`config.mk`:
```
export PLATFORM = sky130hd
export DESIGN_NAME = mult_result_buffer
export DESIGN_NICKNAME = d
export VERILOG_FILES = /design/src/rtl/mult_rb_pkg.sv /design/src/rtl/mult_rb_ptr.sv /design/src/rtl/mult_result_buffer.sv
export SDC_FILE = /design/constraint.sdc
export NUM_CORES = 1
export LEC_CHECK = 0
export CAP_MARGIN = 20
export CORE_AREA = 2 2 334 171
export DETAILED_ROUTE_END_ITERATION = 8
export DIE_AREA = 0 0 336 173
export GPL_TIMING_DRIVEN = 0
export SLEW_MARGIN = 20
export SYNTH_ARGS = -nofsm -noshare
export SYNTH_HDL_FRONTEND = slang
export SYNTH_SLANG_ARGS = --single-unit
```
`constraint.sdc`:
```
create_clock -name clock -period 6.15 [get_ports clock]
set_input_delay 1.845 -clock clock [delete_from_list [all_inputs] [get_ports clock]]
set_output_delay 1.845 -clock clock [all_outputs]
set_load 0.01 [all_outputs]
```
`src/rtl/mult_rb_pkg.sv`:
```
// Shared types and helpers for the multiplier result buffer.
package mult_rb_pkg;

   localparam int MULT_RB_DEPTH = 4;
   localparam int PREG_BITS     = 6;
   localparam int BR_BITS       = 4;
   localparam int PRODUCT_BITS  = 64;

   typedef enum logic [1:0] {
      NOTHING = 2'd0,
      CLEAR   = 2'd1,
      SQUASH  = 2'd2
   } br_task_e;

   typedef struct packed {
      logic                    live;
      logic [PRODUCT_BITS-1:0] product;
      logic [PREG_BITS-1:0]    tag;
      logic [BR_BITS-1:0]      br_mask;
   } mult_rb_entry_t;

   function automatic logic br_hit(input logic [BR_BITS-1:0] mask,
                                   input logic [BR_BITS-1:0] b_id);
      return |(mask & b_id);
   endfunction

endpackage

```
`src/rtl/mult_rb_ptr.sv`:
```
// Wrap-around circular-buffer pointer; advances by one slot when inc is high.
module mult_rb_ptr #(
   parameter int DEPTH = 4
) (
   input  logic                     clock,
   input  logic                     reset,
   input  logic                     inc,
   output logic [$clog2(DEPTH)-1:0] ptr
);

   logic [$clog2(DEPTH)-1:0] ptr_reg;

   // DEPTH is a power of two, so natural overflow gives the modulo wrap.
   always_ff @(posedge clock or negedge reset) begin
      if (!reset) begin
         ptr_reg <= '0;
      end else if (inc) begin
         ptr_reg <= ptr_reg + 1'b1;
      end
   end

   assign ptr = ptr_reg;

endmodule

```
`src/rtl/mult_result_buffer.sv`:
```
// In-order result queue between the multiplier and the CDB, with branch clear/squash.
// Optional same-cycle forwarding when empty is enabled by defining MULT_RB_BYPASS_EN.
module mult_result_buffer
   import mult_rb_pkg::*;
#(
   parameter int DEPTH = MULT_RB_DEPTH
) (
   input  logic                       clock,
   input  logic                       reset,
   input  logic                       in_valid,
   input  logic [PRODUCT_BITS-1:0]    in_product,
   input  logic [PREG_BITS-1:0]       in_tag,
   input  logic [BR_BITS-1:0]         in_br_mask,
   input  logic [1:0]                 rem_br_task,
   input  logic [BR_BITS-1:0]         rem_b_id,
   input  logic                       out_ready,
   output logic                       out_valid,
   output logic [PRODUCT_BITS-1:0]    out_product,
   output logic [PREG_BITS-1:0]       out_tag,
   output logic                       stall_out,
   output logic [$clog2(DEPTH):0]     count
);

   localparam int PTR_BITS = $clog2(DEPTH);
   localparam int CNT_BITS = PTR_BITS + 1;

   mult_rb_entry_t         entry_q [DEPTH];
   mult_rb_entry_t         head_entry;
   logic [PTR_BITS-1:0]    head;
   logic [PTR_BITS-1:0]    tail;
   logic [CNT_BITS-1:0]    count_reg;
   logic [CNT_BITS-1:0]    count_next;
   logic [BR_BITS-1:0]     in_mask_clr;
   logic                   is_clear;
   logic                   is_squash;
   logic                   in_killed;
   logic                   occupied;
   logic                   head_out_valid;
   logic                   head_dead;
   logic                   head_leaves;
   logic                   bypass;
   logic                   push;

   assign is_clear    = (rem_br_task == CLEAR);
   assign is_squash   = (rem_br_task == SQUASH);
   assign in_mask_clr = is_clear ? (in_br_mask & ~rem_b_id) : in_br_mask;
   assign in_killed   = is_squash && br_hit(in_br_mask, rem_b_id);

   assign head_entry     = entry_q[head];
   assign occupied       = (count_reg != '0);
   // A head being squashed this very cycle must not reach the CDB.
   assign head_out_valid = occupied && head_entry.live &&
                           !(is_squash && br_hit(head_entry.br_mask, rem_b_id));
   assign head_dead      = occupied && !head_entry.live;
   assign head_leaves    = (head_out_valid && out_ready) || head_dead;
   assign stall_out      = (count_reg == CNT_BITS'(DEPTH)) && !head_leaves;

`ifdef MULT_RB_BYPASS_EN
   assign bypass = !occupied && in_valid && !in_killed && out_ready;
`else
   assign bypass = 1'b0;
`endif

   assign push = in_valid && !stall_out && !in_killed && !bypass;

   assign out_valid   = head_out_valid || bypass;
   assign out_product = bypass ? in_product : head_entry.product;
   assign out_tag     = bypass ? in_tag     : head_entry.tag;

   mult_rb_ptr #(.DEPTH(DEPTH)) u_head_ptr (
      .clock (clock),
      .reset (reset),
      .inc   (head_leaves),
      .ptr   (head)
   );

   mult_rb_ptr #(.DEPTH(DEPTH)) u_tail_ptr (
      .clock (clock),
      .reset (reset),
      .inc   (push),
      .ptr   (tail)
   );

   always_comb begin
      count_next = count_reg;
      if (push && !head_leaves) begin
         count_next = count_reg + 1'b1;
      end else if (!push && head_leaves) begin
         count_next = count_reg - 1'b1;
      end
   end

   always_ff @(posedge clock or negedge reset) begin
      if (!reset) begin
         count_reg <= '0;
      end else begin
         count_reg <= count_next;
      end
   end

   assign count = count_reg;

   // Each slot either takes the new push or applies the branch task to itself.
   for (genvar gi = 0; gi < DEPTH; gi++) begin : g_slot
      mult_rb_entry_t slot_reg;

      always_ff @(posedge clock or negedge reset) begin
         if (!reset) begin
            slot_reg <= '0;
         end else if (push && (tail == PTR_BITS'(gi))) begin
            slot_reg.live    <= 1'b1;
            slot_reg.product <= in_product;
            slot_reg.tag     <= in_tag;
            slot_reg.br_mask <= in_mask_clr;
         end else begin
            if (is_clear) begin
               slot_reg.br_mask <= slot_reg.br_mask & ~rem_b_id;
            end
            if (is_squash && br_hit(slot_reg.br_mask, rem_b_id)) begin
               slot_reg.live <= 1'b0;
            end
         end
      end

      assign entry_q[gi] = slot_reg;
   end

endmodule

```
==> impl_metrics.toml <==
[run_status]
outcome = "finished clean"

[synthesis]
synth_edf_count = 0
ys_ff_latch = 307
synth_top_area_cell = "dfrtp_1"
yosys_warnings = 0
ys.flop_type = "dfrtp_1"
ys_seq_area_share_pct = 56.43
synthCells = 812
yosysUniqueCellTypes = 35
synthDominantCellAreaShare_pct = 56.43
syn_avg_cell_area_sq_um = 16.77
syn_nets = 902
synth.most_common_cell = "dfrtp_1"
synthArstFlopShare_pct = 100.0
ys_top_cells_by_count = "dfrtp_1 (307), mux2_2 (265), mux4_2 (75)"
synth.area.top_cells = "dfrtp_1 (56%), mux2_2 (22%), mux4_2 (12%), buf_6 (1.7%), mux2i_1 (1.2%)"
netlist_area_sq_um = 13610

[clock_network]
clkSinkCount = 307
worstSkewPairLatency_ns = 0.59
h-tree-depth = 1
cts_setup_buffers = 0
numCtsBuffers = 31
cts_tree = "yes"
cts-resized-gates = 0
cts_root_buf = "clkbuf_16"
ctsHoldBuffers = 0
clockBufferDepth = 3
clkTransAtPathRegs_ns = 0.06

[layout]
area_delta_synth_final_pct = 26.88
utilization_pct = 31.39
layout-drive-gt1-share_pct = 42.79
fin_nets = 1096
largest_register_ffs = 300
fin_cells = 1782
n_antenna_cell = 0

[setup_path]
cp_slowest_cell = "clkdlybuf4s50_1"
critPathMaxStageDelay_ns = 0.60
cp_max_fo = 7
worstPathCellList = "clkdlybuf4s50_1 > a22oi_1 > a31o_2 > nand2_1 > and3_1 > clkdlybuf4s50_1"
crit_top_cell = "clkdlybuf4s50_1"
worstSetupStartpointType = "input pin"
worstPathRequired_ns = 4.30
crit_type = "in -> out"
worstSetupEndpointType = "output port"
critPathArrivalTime_ns = 3.67

[power]
netSwitchingFraction_pct = 30.75
power_switching_uw = 3068
power_frac_comb_pct = 44.7
power_uw = 9977
ir_drop_mv = 0.2027
cellPowerDensity_nw_per_um2 = 577.6
p_leak_uw = 0.007159
clockPowerShare_pct = 19.7
p_int_uw = 6909
pwr-share-seq_pct = 35.6

[floorplanning]
fp.dieH_microns = 173
rows = 61
die_w_microns = 336
dieArea_sq_um = 58130
start_util_pct = 24.74
core_area_sq_um = 55030
ioPinCount = 159

[timing]
worst_pin_slew_ns = 0.9740
slew_violations = 0
max-slew-margin-rel_pct = 35.06
rsz0062_at_grt = "false"
hold_violations = 0
holdWs_ns = 0.4929
setup_viol = 0
clock.fmax_mhz = 181.3
finalCritPeriodShare_pct = 89.68
skew_ns = 0.02159
finalCriticalPeriod_ns = 5.516

[global_routing]
grt_max_degree = 99
top_usage_layer = "met2"
grt_pass1_wl_microns = 52680
grt_use_met3_pct = 3.219
grt_pass1_vias = 8535
globalRouteTotalUtil_pct = 11.73
grt_overflow = 0
grt_use_met1_pct = 16.72
antenna_found_initial = 0
met2_usage_pct = 18.10

[detailed_routing]
final_antenna_net_count = 0
via_per_inst = 4.366
drc = 0
dr.first_iter.drc_count = 308
vias = 7780
wl_per_cell_microns = 18.90
drt_wl_total_microns = 33690
drt_pass1_iterations = 4

[flow_run]
maxCapViolations = 0

[placed_design]
hpwlAfterDp_microns = 22990
numPortBuffers = 158
place_inst = 1729
routabilityCongestion = 0.7894

[worst_hold_path]
hp-class = "reg -> reg"
==> per-stage QoR <==
stage	setup TNS [ns]	instance area [sq um]	worst slack, ns
after floorplan	0	13610	1.786
after global placement	-3150.67	16140	-10.33
after detailed placement	0	16230	0.6465
after CTS	0	17270	0.6272
after global routing	0	17270	0.5614
final	0	17270	0.6345
==> layout make-up <==
type / instances / area, sq um
Clock inverter: 14 / 185.2
Tap cell: 756 / 945.9
Sequential cell: 307 / 7682
Fill cell: 5422 / 37760
Inverter: 4 / 15.01
Timing Repair Buffer: 161 / 1669
Clock buffer: 39 / 855.8
Multi-Input combinational cell: 452 / 5563
Buffer: 49 / 357.8
==> routing by layer <==
layer / wire, microns / up-vias
li1: - / 3424
met1: 16240 / 4181
met2: 15080 / 139
met3: 1905 / 36
met5: 0 / -
met4: 459 / 0
==> power by group through the flow <==
stage / registers (uW) / clock network (uW) / logic, uW
after floorplan: 3400 / 0 / 2820
after CTS: 3550 / 2050 / 4580
final: 3560 / 1960 / 4460
after global placement: 3550 / 0 / 4470
after detailed placement: 3580 / 0 / 4560
after global routing: 3680 / 2120 / 4800
==> worst max-delay path, delay by kind of cell <==
kind	cells	cell delay, ns
AO/OA/AOI/OAI	2	0.45
buffers and inverters	2	1.13
AND/OR/NAND/NOR	2	0.24
==> path summary, 6_finish.rpt <==
| check | endpoint | from | slack (ns) | cells after the start |
|---|---|---|---|---|
| setup / recovery | stall_out | rem_b_id[0] | 0.63 | 6 |
| hold / removal | entry_q[172]$_DFFE_PN0P_ | entry_q[172]$_DFFE_PN0P_ | 0.49 | 1 |
| setup reg to reg | count[2]$_DFFE_PN0P_ | u_head_ptr.ptr[1]$_DFFE_PN0P_ | 2.60 | 11 |
| hold reg to reg | entry_q[172]$_DFFE_PN0P_ | entry_q[172]$_DFFE_PN0P_ | 0.49 | 1 |
| max in group asynchronous | entry_q[83]$_DFFE_PN0P_ | reset | 3.74 | 3 |
| min in group asynchronous | entry_q[276]$_DFFE_PN0P_ | reset | 1.19 | 1 |
==> cell families after synthesis <==
kind of cell	Yosys count	synth area share, %
adders and majority gates	6	0.6066
buffers and inverters	53	2.711
DFF	307	56.43
AOI/OAI and AO/OA	21	1.121
and+or+nand+nor	47	1.645
xor gates and xnor gates	6	0.3860
muxes	372	37.10
==> placed cells by master (no fill, tap or decap), drive strengths merged <==
| master | instances |
|---|---|
| inv | 4 |
| nor3 | 1 |
| nor2b | 1 |
| bufinv | 4 |
| clkdlybuf4s50 | 157 |
| mux2i | 16 |
| clkbuf | 54 |
| a221oi | 5 |
| mux2 | 281 |
| nand3b | 1 |
| mux4 | 75 |
| nor2 | 1 |
| a22oi | 1 |
| a21oi | 1 |
| a21boi | 1 |
| a31oi | 1 |
| and3 | 2 |
| clkinv | 7 |
| a22o | 5 |
| xnor2 | 2 |
| buf | 38 |
| fa | 1 |
| o21ai | 6 |
| clkinvlp | 3 |
| nand2 | 37 |
| a31o | 1 |
| or3 | 1 |
| xor2 | 4 |
| and3b | 1 |
| nand2b | 1 |
| dfrtp | 307 |
| nor3b | 1 |
| ha | 5 |
Power figures use the tool's default switching activity.
